`config.mk`:
```
export PLATFORM = sky130hd
export DESIGN_NAME = game_timer_board
export DESIGN_NICKNAME = d
export VERILOG_FILES = /design/src/rtl/game_pkg.sv /design/src/rtl/bin2bcd_seq.sv /design/src/rtl/game_timer_board.sv
export SDC_FILE = /design/constraint.sdc
export NUM_CORES = 1
export LEC_CHECK = 0
export ABC_AREA = 1
export BUFFER_PORTS_ARGS = -buffer_cell sky130_fd_sc_hd__clkbuf_2
export CAP_MARGIN = 40
export CORE_UTILIZATION = 63
export DETAILED_ROUTE_END_ITERATION = 6
export GPL_TIMING_DRIVEN = 0
export HOLD_SLACK_MARGIN = 0.06
export PLACE_DENSITY = 0.81
export SYNTH_ARGS = -nofsm -noshare
export SYNTH_HDL_FRONTEND = slang
export SYNTH_SLANG_ARGS = --single-unit
```
`constraint.sdc`:
```
create_clock -name clk -period 5.6 [get_ports clk]
set_clock_uncertainty 0.15 [all_clocks]
set_input_delay 0 -clock clk [delete_from_list [all_inputs] [get_ports clk]]
set_output_delay 0 -clock clk [all_outputs]
set_load 0.02 [all_outputs]
```
`src/rtl/game_pkg.sv`:
```
// Shared types, constants and helpers for the game timer / leaderboard block.
package game_pkg;

   typedef enum logic [1:0] {
      IDLE,
      LOAD,
      SHIFT,
      DONE
   } cvt_state_e;

   localparam logic [3:0] BLANK_NIBBLE = 4'hF;

   // Largest seconds value that fits SEC_W bits and still shows on DIGITS decimal digits.
   function automatic longint sat_limit(input int sec_w, input int digits);
      longint bin_max;
      longint dec_max;
      bin_max = (longint'(1) << sec_w) - 1;
      dec_max = 1;
      for (int i = 0; i < digits; i++) dec_max = dec_max * 10;
      dec_max = dec_max - 1;
      return (bin_max < dec_max) ? bin_max : dec_max;
   endfunction

endpackage

```
`src/rtl/bin2bcd_seq.sv`:
```
// Sequential shift-add-3 binary to BCD converter, one bit per cycle.
// state | meaning
// IDLE  | waiting for start_i, bcd_o holds last result
// LOAD  | latch din_i, clear accumulator
// SHIFT | SEC_W adjust-and-shift steps
// DONE  | result presented on bcd_o, written back on exit
module bin2bcd_seq
   import game_pkg::*;
#(
   parameter int SEC_W  = 14,
   parameter int DIGITS = 4
) (
   input  logic                clk,
   input  logic                rst,
   input  logic                start_i,
   input  logic [SEC_W-1:0]    din_i,
   output logic                busy_o,
   output logic                done_o,
   output logic [4*DIGITS-1:0] bcd_o
);
   localparam int CW = $clog2(SEC_W + 1);

   cvt_state_e          state_q, state_d;
   logic [CW-1:0]       cnt_q, cnt_d;
   logic [SEC_W-1:0]    bin_q, bin_d, bin_sh;
   logic [4*DIGITS-1:0] acc_q, acc_d, acc_adj, acc_sh;
   logic [4*DIGITS-1:0] bcd_q, bcd_d;

   always_comb begin
      acc_adj = acc_q;
      for (int k = 0; k < DIGITS; k++) begin
         if (acc_q[4*k +: 4] >= 4'd5) acc_adj[4*k +: 4] = acc_q[4*k +: 4] + 4'd3;
      end
      {acc_sh, bin_sh} = {acc_adj, bin_q} << 1;
   end

   always_comb begin
      state_d = state_q;
      cnt_d   = cnt_q;
      bin_d   = bin_q;
      acc_d   = acc_q;
      bcd_d   = bcd_q;
      unique case (state_q)
         IDLE: if (start_i) state_d = LOAD;
         LOAD: begin
            bin_d   = din_i;
            acc_d   = '0;
            cnt_d   = CW'(SEC_W - 1);
            state_d = SHIFT;
         end
         SHIFT: begin
            bin_d = bin_sh;
            acc_d = acc_sh;
            cnt_d = cnt_q - 1'b1;
            if (cnt_q == '0) state_d = DONE;
         end
         DONE: begin
            bcd_d   = acc_q;
            state_d = IDLE;
         end
         default: state_d = IDLE;
      endcase
   end

   always_ff @(posedge clk or posedge rst) begin
      if (rst) begin
         state_q <= IDLE;
         cnt_q   <= '0;
         bin_q   <= '0;
         acc_q   <= '0;
         bcd_q   <= '0;
      end else begin
         state_q <= state_d;
         cnt_q   <= cnt_d;
         bin_q   <= bin_d;
         acc_q   <= acc_d;
         bcd_q   <= bcd_d;
      end
   end

   assign busy_o = (state_q != IDLE);
   assign done_o = (state_q == DONE);
   assign bcd_o  = done_o ? acc_q : bcd_q;

endmodule

```
`src/rtl/game_timer_board.sv`:
```
// Elapsed-seconds timer with a sorted best-times leaderboard and a BCD display mux.
module game_timer_board
   import game_pkg::*;
#(
   parameter int TICK_DIV = 100000000,
   parameter int DIGITS   = 4,
   parameter int SEC_W    = 14,
   parameter int RANKS    = 3
) (
   input  logic                clk,
   input  logic                rst,
   input  logic                run_i,
   input  logic                clear_i,
   input  logic                commit_i,
   input  logic [3:0]          sel_i,
   output logic [4*DIGITS-1:0] bcd_o,
   output logic                blank_o,
   output logic                bcd_valid_o,
   output logic                new_record_o,
   output logic [3:0]          last_rank_o
);
   localparam int               PW         = (TICK_DIV > 1) ? $clog2(TICK_DIV) : 1;
   localparam logic [PW-1:0]    PRESC_LAST = PW'(TICK_DIV - 1);
   localparam logic [SEC_W-1:0] SEC_MAX    = SEC_W'(sat_limit(SEC_W, DIGITS));

   logic [PW-1:0]    presc_q, presc_d;
   logic [SEC_W-1:0] sec_q, sec_d;
   logic             tick;
   logic [SEC_W-1:0] val_q [RANKS];
   logic [SEC_W-1:0] val_d [RANKS];
   logic [RANKS-1:0] vld_q, vld_d;
   logic             ins_found;
   logic [3:0]       ins_idx;
   logic             new_record_q, new_record_d;
   logic [3:0]       last_rank_q, last_rank_d;
   logic [SEC_W-1:0] src_val, snap_val_q;
   logic [3:0]       snap_sel_q;
   logic             snap_vld_q, blank_now, blank_q, mismatch, start;
   logic             conv_ok_q, cvt_busy, cvt_done;
   logic [4*DIGITS-1:0] cvt_bcd;

   always_comb begin
      tick    = run_i && (presc_q == PRESC_LAST);
      presc_d = presc_q;
      sec_d   = sec_q;
      if (clear_i) begin
         presc_d = '0;
         sec_d   = '0;
      end else if (run_i) begin
         presc_d = tick ? '0 : presc_q + 1'b1;
         if (tick && (sec_q != SEC_MAX)) sec_d = sec_q + 1'b1;
      end
   end

   // Ties land behind an equal entry because only a strictly larger value is displaced.
   always_comb begin
      ins_found = 1'b0;
      ins_idx   = '0;
      for (int r = 0; r < RANKS; r++) begin
         if (!ins_found && (!vld_q[r] || (val_q[r] > sec_q))) begin
            ins_found = 1'b1;
            ins_idx   = 4'(r);
         end
      end
      val_d        = val_q;
      vld_d        = vld_q;
      new_record_d = 1'b0;
      last_rank_d  = last_rank_q;
      if (commit_i) begin
         last_rank_d  = ins_found ? ins_idx + 4'd1 : 4'd0;
         new_record_d = ins_found && (ins_idx == 4'd0);
         if (ins_found) begin
            for (int r = RANKS - 1; r > 0; r--) begin
               if (4'(r) > ins_idx) begin
                  val_d[r] = val_q[r-1];
                  vld_d[r] = vld_q[r-1];
               end
            end
            for (int r = 0; r < RANKS; r++) begin
               if (4'(r) == ins_idx) begin
                  val_d[r] = sec_q;
                  vld_d[r] = 1'b1;
               end
            end
         end
      end
   end

   always_comb begin
      src_val   = sec_q;
      blank_now = 1'b0;
      if (sel_i != 4'd0) begin
         src_val   = '0;
         blank_now = 1'b1;
         for (int r = 0; r < RANKS; r++) begin
            if (sel_i == 4'(r + 1)) begin
               src_val   = val_q[r];
               blank_now = !vld_q[r];
            end
         end
      end
      mismatch = !snap_vld_q || (snap_val_q != src_val) || (snap_sel_q != sel_i);
      start    = !cvt_busy && mismatch && !blank_now;
   end

   bin2bcd_seq #(
      .SEC_W  (SEC_W),
      .DIGITS (DIGITS)
   ) u_bin2bcd (
      .clk     (clk),
      .rst     (rst),
      .start_i (start),
      .din_i   (snap_val_q),
      .busy_o  (cvt_busy),
      .done_o  (cvt_done),
      .bcd_o   (cvt_bcd)
   );

   always_ff @(posedge clk or posedge rst) begin
      if (rst) begin
         presc_q      <= '0;
         sec_q        <= '0;
         vld_q        <= '0;
         for (int r = 0; r < RANKS; r++) val_q[r] <= '0;
         new_record_q <= 1'b0;
         last_rank_q  <= '0;
         snap_val_q   <= '0;
         snap_sel_q   <= '0;
         snap_vld_q   <= 1'b0;
         conv_ok_q    <= 1'b0;
         blank_q      <= 1'b0;
      end else begin
         presc_q      <= presc_d;
         sec_q        <= sec_d;
         vld_q        <= vld_d;
         val_q        <= val_d;
         new_record_q <= new_record_d;
         last_rank_q  <= last_rank_d;
         blank_q      <= blank_now;
         if (start) begin
            snap_val_q <= src_val;
            snap_sel_q <= sel_i;
            snap_vld_q <= 1'b1;
            conv_ok_q  <= 1'b0;
         end else if (cvt_done) begin
            conv_ok_q  <= 1'b1;
         end
      end
   end

   assign blank_o      = blank_q;
   assign bcd_o        = blank_q ? {DIGITS{BLANK_NIBBLE}} : cvt_bcd;
   assign bcd_valid_o  = (blank_q == blank_now) &&
                         (blank_q || ((conv_ok_q || cvt_done) && !mismatch));
   assign new_record_o = new_record_q;
   assign last_rank_o  = last_rank_q;

endmodule

```
==> results of run 1 <==
## kinds of logic after synthesis
kind of cell | Yosys count | share of synthesized area
buffers and inverters | 169 | 0.07224
AND/OR/NAND/NOR | 602 | 0.2774
other | 1 | 0.0003980
XOR/XNOR | 16 | 0.01487
AO/OA/AOI/OAI | 212 | 0.1278
adder cells (fa/ha/maj) | 56 | 0.07437
flip-flops | 163 | 0.4329
## flip-flops by register name (all words and copies together), names as in the netlist
| signal | flops |
|---|---|
| snap_vld_q | 1 |
| u_bin2bcd.bin_q | 14 |
| presc_q | 27 |
| snap_val_q | 14 |
| val_q | 42 |
| sec_q | 14 |
| u_bin2bcd.cnt_q | 4 |
| blank_o | 1 |
| u_bin2bcd.state_q | 2 |
| last_rank_o | 3 |
| new_record_o | 1 |
| u_bin2bcd.acc_q | 16 |
| conv_ok_q | 1 |
| vld_q | 3 |
| snap_sel_q | 4 |
| u_bin2bcd.bcd_q | 16 |
## cell usage in the layout, fill, tap and decap left out, types with 8 or more instances in the layout
cell type / netlist / layout
nor2_1: 101 / 101
nand3_1: 91 / 91
clkbuf_1: 22 / 22
nand4_1: 24 / 24
inv_1: 122 / 121
nor3_1: 25 / 25
dlygate4sd3_1: 0 / 8
or2_2: 20 / 20
o211ai_1: 26 / 26
clkbuf_2: 0 / 30
clkbuf_16: 0 / 17
o21ai_1: 15 / 15
a21oi_1: 54 / 54
nand2_1: 318 / 318
dfrtp_1: 163 / 163
ha_1: 56 / 56
o21ai_0: 88 / 88
xor2_1: 14 / 14
o22ai_1: 8 / 8
## cell type report
type | instances | area share
Timing Repair Buffer | 39 | 0.02447
Multi-Input combinational cell | 887 | 0.4426
Inverter | 132 | 0.04775
Buffer | 37 | 0.01758
Clock inverter | 12 | 0.01414
Tap cell | 184 | 0.02186
Sequential cell | 163 | 0.3873
Clock buffer | 20 | 0.04431
## worst max-delay path: stages (launching register included)
cell	delay, ns
dfrtp_1	0.53
clkinv_1	0.44
ha_1	0.45
nand2_1	0.06
nor2_1	0.15
o21ai_0	0.12
o211ai_1	0.11
nand3_1	0.10
nand2_1	0.07
nand2_1	0.09
nand2_1	0.15
o21ai_2	0.12
nand2_1	0.38
clkbuf_1	0.44
o211ai_1	0.21
nand2_1	0.09
## timing repair
action / in CTS / in global routing
hold buffers: 8 / 0
endpoints found under the hold margin: 195 / 0
endpoints found under the setup margin: 0 / 0
buffers inserted: 0 / 0
resized for setup: 0 / 0
## per-layer routing
metal,GRT usage,up-vias,share of wire
met2,0.5245,340,0.46
met3,0.08806,63,0.082
met5,0,-,0
met4,0.1212,0,0.029
met1,0.4618,4116,0.42
li1,-,4169,-
## where the power goes
part	leakage, nW	total (mW)	internal [mW]	switching (mW)
Combinational	2.45	2.53	0.748	1.78
Sequential	2.17	1.67	1.46	0.208
Clock	0.307	1.23	0.737	0.495
## worst max path at each step
| stage | startpoint | end | slack, ns | cells after the start |
|---|---|---|---|---|
| global route | sec_q[4]$_DFFE_PP0P_ | val_q[3]$_DFFE_PP0P_ | 1.70 | 15 |
| finish | sec_q[4]$_DFFE_PP0P_ | val_q[5]$_DFFE_PP0P_ | 1.86 | 15 |
| global placement | rst | presc_q[15]$_DFFE_PP0P_ | -0.72 | 2 |
| floorplan | rst | blank_o$_DFF_PP0_ | 1.05 | 1 |
| detailed placement | sec_q[4]$_DFFE_PP0P_ | val_q[3]$_DFFE_PP0P_ | 2.01 | 15 |
| CTS | sec_q[4]$_DFFE_PP0P_ | val_q[3]$_DFFE_PP0P_ | 2.01 | 15 |
==> metrics.csv, run 1 <==
metric,value,unit
status,completed,
drtPass1Iterations,6,
fin_area,10530,µm²
irDropWorstVdd,0.0002997,V
yosys-top-cells-area,"dfrtp_1 (43%), nand2_1 (13%), ha_1 (7.4%)",
routedWlPerCell,17.23,µm
num_vias,8688,
clock_latency,0.44,ns
whs,0.08856,ns
design.die.area,15450,µm²
regArea,4079,µm²
crit_type,reg2reg,
hp-class,in2reg,
diodes,0,
rows,44,
syn_area,9422,µm²
min_from,sel_i[3],
pre_cts_ws,2.008,ns
track_usage,0.3392,
postSynthCellCount,1219,
slew_violations,0,
fmax,267.7,MHz
fillers,1127,
ys_warn_count,0,
r2r-end,val_q[5]$_DFFE_PP0P_,
tritoncts,yes,
r2r-start,sec_q[4]$_DFFE_PP0P_,
io_pins,32,
dp_cells,1434,
grt_pass1_vias,8265,
htree_levels,4,
setup_viol,0,
synth-seq-area-share,0.4329,
fin_cells,1474,
power.total,5.431,mW
core_region_area,14590,µm²
required,5.82,ns
rrSetupSlack,1.86,ns
p_leak,4.928,nW
critPathLaunchType,flip-flop,
dieWidth,124.3,µm
drt_wl_total,25.39,mm
p_per_area,515.7,nW/µm²
relSlewSlack,0.4669,
max-cap-violations,0,
final_layout_size_suffix_gt1_frac,0.09070,
gp_congestion,0.9428,
initial_core_util,0.6458,
placed_area,9837,µm²
yosys-top-cells-count,"nand2_1 (318), dfrtp_1 (163), inv_1 (122)",
fin_ws,1.864,ns
end_kind,flip-flop,
drtIter0Drc,883,
synth_flop_cell,dfrtp_1,
cts_root_buf,clkbuf_16,
gr-total-overflow,0,
min_period,3.736,ns
area_growth,11.79,%
clock_path_buffers,2,
routed_via_density,5.894,
synth_edf_count,0,
arrival,3.95,ns
synth_top_area_cell,dfrtp_1,
min_path_cells,6,
avgSynthCellArea,7.729,µm²
synth_top_area_frac,0.4329,
synth_nets,1284,
die_h,124.3,µm
worst_pin_slew,0.7943,ns
drc,0,
fin_setup_tns,0,ns
nets,1342,
grt_max_degree,103,
detail-route-antenna-nets,0,
ys_async_sr_fraction,1.000,
io_buffer_count,30,
r2r_cells,15,
cts_buffers,17,
ys_ff_latch,163,
grt_setup_unrepaired,false,
holdPathEnd,snap_val_q[13]$_DFFE_PP0P_,
yosysUniqueCellTypes,45,
fin_util,0.7220,
period_share,0.6671,
cts_sinks,163,
clk_pin_slew,0.06,ns
multi_input_area,4662,µm²
hold_viol_final,0,
antenna_found_initial,0,
hpwl,17.91,mm
grt_pass1_wl,41.32,mm
synth.most_common_cell,nand2_1,
path_max_fanout,10,
Note: power is estimated with default switching activity, not from simulation.
==> inputs of run 2 (changes only) <==
- clock period: 5.6 -> 3.8 ns (I/O delays scaled with it)
==> run 2 against run 1 <==
  * The run now ends with design-rule violations left
  * Wire length is 0.44% higher
  * Sequential cell count stayed put
  * Clock power is 53% higher
  * Setup slack worse by 1.6 ns
  * Via count is 0.71% higher
==> metrics.csv, run 2 (same netlist as run 1, synthesis figures left out) <==
metric,value,unit,change
status,finished with violations,,
violations,design-rule violations,,
hpwl,18.18,mm,+1.5%
detail-route-antenna-nets,0,,unchanged
power_frac_seq,0.302,,-0.005
top_regs,"val_q: 42 flops, presc_q: 27 flops",,
grt_pass1_vias,8307,,+0.51%
track_usage,0.3454,,+0.006168
slew_violations,0,,unchanged
design.die.area,15450,µm²,unchanged
io_pins,32,,unchanged
placed_area,9913,µm²,+0.78%
multi_input_area,4662,µm²,unchanged
clock_path_buffers,2,,unchanged
required,4.02,ns,-1.80 ns
clock_latency,0.44,ns,about the same
gp_congestion,0.9889,,+4.9%
hold_viol_final,0,,unchanged
grt_max_degree,38,,-63%
cts_buffers,17,,unchanged
nets,1346,,+0.30%
fmax,282.4,MHz,+5.5%
clockPowerShare,0.231,,+0.004
io_buffer_count,30,,unchanged
fin_setup_tns,0,ns,unchanged
p_per_area,765.7,nW/µm²,+48%
setup_viol,0,,unchanged
cts_sinks,163,,unchanged
grt_setup_unrepaired,false,,
rows,44,,unchanged
dieWidth,124.3,µm,unchanged
relSlewSlack,0.4543,,-0.01260
intPower,4.414,mW,+50%
p_leak,4.962,nW,+0.68%
routed_via_density,5.920,,+0.44%
tritoncts,yes,,
period_share,0.9319,,+0.2648
fin_area,10640,µm²,+1.0%
final_layout_size_suffix_gt1_frac,0.09428,,+0.003584
worst_pin_slew,0.8130,ns,+0.01877 ns
largest_reg_flops,42,,unchanged
power_frac_comb,0.467,,about the same
regMostFlops,val_q,,
path_max_fanout,10,,unchanged
die_h,124.3,µm,unchanged
min_period,3.541,ns,-0.1947 ns
crit_type,reg2reg,,
fillers,1140,,+1.2%
drc,1,,+1
area_growth,12.92,%,
htree_levels,4,,unchanged
fin_util,0.7292,,+0.007290
drtIter0Drc,978,,+11%
routedWlPerCell,17.26,µm,+0.17%
fin_cells,1478,,+0.27%
min_path_cells,8,,+2
dp_cells,1438,,+0.28%
worstSetupStartpoint,sec_q[4]$_DFFE_PP0P_,,
drtPass1Iterations,7,,+1
final_common_cell,nand2_1,,
diodes,0,,unchanged
r2r-end,val_q[3]$_DFFE_PP0P_,,
num_vias,8750,,+0.71%
irDropWorstVdd,0.0004224,V,+41%
hp-class,in2reg,,
core_region_area,14590,µm²,unchanged
regArea,4079,µm²,unchanged
max-cap-violations,0,,unchanged
r2r_cells,15,,unchanged
final_cell_mix,"nand2_1 (318), dfrtp_1 (163), inv_1 (121)",,
end_kind,flip-flop,,
gr-total-overflow,0,,unchanged
clk_pin_slew,0.06,ns,about the same
initial_core_util,0.6458,,unchanged
crit_path_end,val_q[3]$_DFFE_PP0P_,,
cts_root_buf,clkbuf_16,,
rrSetupSlack,0.26,ns,-1.61 ns
power.total,8.146,mW,+50%
p_sw,3.732,mW,+50%
critPathLaunchType,flip-flop,,
r2r-start,sec_q[4]$_DFFE_PP0P_,,
sw_frac_of_total,0.4582,,about the same
drt_wl_total,25.51,mm,+0.44%
grt_pass1_wl,41.92,mm,+1.5%
antenna_found_initial,0,,unchanged
arrival,3.76,ns,-0.19 ns
[run 2: cell types whose count changed in the layout (fill, tap and decap cells not counted)]
cell / previous run / this run
buf_12: 0 / 4
clkinvlp_4: 1 / 5
clkinv_2: 5 / 3
bufinv_16: 3 / 4
clkinv_1: 4 / 3
inv_6: 3 / 2
inv_8: 1 / 0
[run 2: worst min-delay path by stage]
stage,end,from,slack [ns]
finish,snap_val_q[4]$_DFFE_PP0P_,sel_i[3],0.08
global route,snap_val_q[10]$_DFFE_PP0P_,sel_i[3],0.13
CTS,snap_val_q[4]$_DFFE_PP0P_,sel_i[3],0.07
detailed placement,u_bin2bcd.bin_q[5]$_DFFE_PP0P_,rst,-0.24
global placement,last_rank_o[2]$_DFFE_PP0P_,commit_i,0.11
floorplan,last_rank_o[2]$_DFFE_PP0P_,commit_i,-0.08
[run 2: area by class of cell]
type / instances / share of cell area
plain buffers: 37 / 0.01741
flip-flops and latches: 163 / 0.3834
clock buffers: 20 / 0.04387
clock inverters: 12 / 0.01646
repair buffers: 43 / 0.03175
inverters: 132 / 0.04728
multi-input cells: 887 / 0.4382
well taps: 184 / 0.02164
[run 2: routing by layer]
layer,wire [µm],GRT usage,vias to the layer above
li1,-,-,4174
met1,10970,0.4715,4131
met2,11790,0.5304,370
met3,1972,0.08076,75
met4,769,0.1432,0
met5,0,0,-
[run 2: worst max-delay path, stage by stage (launching register included)]
cell        delay, ns
dfrtp_1          0.55
clkinvlp_4       0.36
ha_1             0.37
nand2_1          0.06
nor2_1           0.15
o21ai_0          0.11
o211ai_1         0.11
nand3_1          0.10
nand2_1          0.07
nand2_1          0.07
nand2_1          0.14
o21ai_2          0.12
nand2_1          0.35
clkbuf_1         0.43
o211ai_1         0.22
nand2_1          0.10
[run 2: per-stage QoR]
step	worst slack [ns]	hold WS (ns)
floorplan	1.233	-0.08364
global route	0.02072	0.1259
CTS	0.2336	0.06635
global placement	0.3426	0.1120
finish	0.2589	0.07616
detailed placement	0.2979	-0.2352
[run 2: repair_timing]
item                                    4_1_cts  5_1_grt
endpoints found under the hold margin       173        0
endpoints found under the setup margin        0        5
hold buffers                                  8        0
resized for setup                             0        1
buffers inserted                              0        0
[run 2: power groups by stage]
stage / sequential, mW / clock [mW] / combinational (mW)
final: 2.46 / 1.88 / 3.80
after global placement: 2.46 / 0 / 3.56
after global routing: 2.49 / 1.97 / 4.25
after CTS: 2.44 / 1.89 / 3.72
after floorplan: 2.37 / 0 / 2.67
after detailed placement: 2.47 / 0 / 3.67
==> inputs of run 3 (changes only) <==
- CAP_MARGIN: 40 -> 20
- CORE_ASPECT_RATIO: not set -> 1.2
- CORE_MARGIN: not set -> 2
==> run 3 against run 2 <==
  * The flow now finishes without violations
  * Wire length shrank 0.49%
  * Non-clock buffer count shrank 2
  * Register-to-register slack lost 0.02 ns
  * Sequential share of layout area grew 0.19 points
  * Die area grew 3.3%
  * Clock-buffer cell count grew 4
  * Global-route usage shrank 1.0 points
  * Hold slack lost 0.021 ns
  * Largest cell class unchanged
  * Clock power shrank 6%
==> metrics.csv, run 3 (same netlist as run 1, synthesis figures left out) <==
metric,value,unit,change
status,completed,,
gr-total-overflow,0,,unchanged
end_kind,flip-flop,,
crit_path_end,val_q[3]$_DFFE_PP0P_,,
p_per_area,752.9,nW/µm²,-1.7%
gp_congestion,0.9885,,about the same
tritoncts,yes,,
fillers,1190,,+4.4%
htree_levels,4,,unchanged
track_usage,0.3353,,-0.01005
detail-route-antenna-nets,0,,unchanged
antenna_found_initial,0,,unchanged
dieWidth,115.6,µm,-7.0%
required,4.02,ns,about the same
slew_violations,0,,unchanged
design.die.area,15950,µm²,+3.3%
cts_root_buf,clkbuf_16,,
drt_wl_total,25.38,mm,-0.49%
grt_max_degree,40,,+5.3%
intPower,4.325,mW,-2.0%
irDropWorstVdd,0.0007258,V,+72%
clockPowerShare,0.221,,-0.010
r2r-end,val_q[3]$_DFFE_PP0P_,,
min_period,3.564,ns,+0.02313 ns
regMostFlops,val_q,,
rows,48,,+9.1%
fmax,280.6,MHz,-0.65%
grt_setup_unrepaired,false,,
fin_util,0.7285,,-0.0007670
max-cap-violations,0,,unchanged
routedWlPerCell,17.02,µm,-1.4%
core_region_area,14530,µm²,-0.38%
clk_pin_slew,0.06,ns,about the same
cts_sinks,163,,unchanged
nets,1344,,-0.15%
final_cell_mix,"nand2_1 (318), dfrtp_1 (163), inv_1 (121)",,
arrival,3.78,ns,+0.02 ns
area_growth,12.38,%,
path_max_fanout,10,,unchanged
top_regs,"val_q: 42 flops, presc_q: 27 flops",,
p_sw,3.647,mW,-2.3%
r2r_cells,15,,unchanged
clock_latency,0.44,ns,about the same
io_buffer_count,30,,unchanged
fin_setup_tns,0,ns,unchanged
final_layout_size_suffix_gt1_frac,0.09218,,-0.002105
p_leak,4.927,nW,-0.71%
r2r-start,sec_q[4]$_DFFE_PP0P_,,
rrSetupSlack,0.24,ns,-0.02 ns
routed_via_density,5.791,,-2.2%
period_share,0.9380,,+0.006087
hp-class,in2async,,
hpwl,18.84,mm,+3.6%
crit_type,reg2reg,,
critPathLaunchType,flip-flop,,
hold_viol_final,0,,unchanged
final_common_cell,nand2_1,,
drtIter0Drc,700,,-28%
worst_pin_slew,0.8733,ns,+0.06029 ns
sw_frac_of_total,0.4575,,-0.0006557
setup_viol,0,,unchanged
num_vias,8634,,-1.3%
diodes,0,,unchanged
io_pins,32,,unchanged
drtPass1Iterations,7,,unchanged
worstSetupStartpoint,sec_q[4]$_DFFE_PP0P_,,
initial_core_util,0.6482,,+0.002446
relSlewSlack,0.4138,,-0.04046
drc,0,,-1
grt_pass1_vias,8166,,-1.7%
largest_reg_flops,42,,unchanged
cts_buffers,17,,unchanged
grt_pass1_wl,40.71,mm,-2.9%
clock_path_buffers,2,,unchanged
power_frac_comb,0.470,,+0.003
die_h,138.0,µm,+11%
power_frac_seq,0.308,,+0.006
run 3: routing by layer:
layer | GRT usage | share of wire
met5 | 0 | 0
met4 | 0.1978 | 0.051
met3 | 0.05070 | 0.065
met2 | 0.5487 | 0.47
met1 | 0.4226 | 0.42
run 3: final cells by class:
cell class                 count  area, µm²  area share
multi-input combinational    887       4662      0.4403
timing repair buffer          41      300.3     0.02836
clock buffer                  24      511.7     0.04833
clock inverter                 7      96.34    0.009099
buffer                        37      185.2     0.01749
tap                          200      250.2     0.02363
inverter                     132      503.0     0.04751
sequential                   163       4079      0.3852
run 3: worst min-delay path by stage:
| stage | from | end |
|---|---|---|
| finish | rst | u_bin2bcd.bin_q[1]$_DFFE_PP0P_ |
| floorplan | commit_i | last_rank_o[2]$_DFFE_PP0P_ |
| global placement | commit_i | last_rank_o[2]$_DFFE_PP0P_ |
| global route | rst | last_rank_o[0]$_DFFE_PP0P_ |
| detailed placement | rst | snap_val_q[0]$_DFFE_PP0P_ |
| CTS | rst | u_bin2bcd.bin_q[1]$_DFFE_PP0P_ |
run 3: power by group through the flow:
stage          registers, mW  logic, mW  clock network [mW]
4_1_cts                 2.45       3.70                1.78
3_5_place_dp            2.47       3.66                   0
5_1_grt                 2.49       4.22                1.84
2_1_floorplan           2.37       2.67                   0
3_3_place_gp            2.46       3.56                   0
6_report                2.46       3.75                1.77
run 3: repair_timing:
| item | in CTS | in global routing |
|---|---|---|
| endpoints found under the hold margin | 113 | 0 |
| gates resized for setup | 0 | 1 |
| endpoints found under the setup margin | 0 | 8 |
| hold buffers | 7 | 0 |
| setup buffers | 0 | 0 |
run 3: worst max-delay path, stage by stage, from the launching register on:
cell        delay, ns
dfrtp_1          0.53
clkinvlp_4       0.39
ha_1             0.40
nand2_1          0.06
nor2_1           0.14
o21ai_0          0.11
o211ai_1         0.10
nand3_1          0.09
nand2_1          0.06
nand2_1          0.07
nand2_1          0.14
o21ai_2          0.12
nand2_1          0.35
clkbuf_1         0.46
o211ai_1         0.22
nand2_1          0.10
run 3: per-stage QoR:
stage                     hold slack, ns  total power, mW  instances  cell area [µm²]  setup WS [ns]
after floorplan                 -0.08364            5.044       1219             9425          1.233
after global placement           0.09912            6.022       1449             9826         0.2313
after detailed placement        -0.03080            6.135       1453             9906         0.1857
after CTS                        0.07354            7.919       1491            10580         0.1523
after global routing              0.1365            8.556       1491            10590        0.04758
final                            0.05488            7.972       1491            10590         0.2357
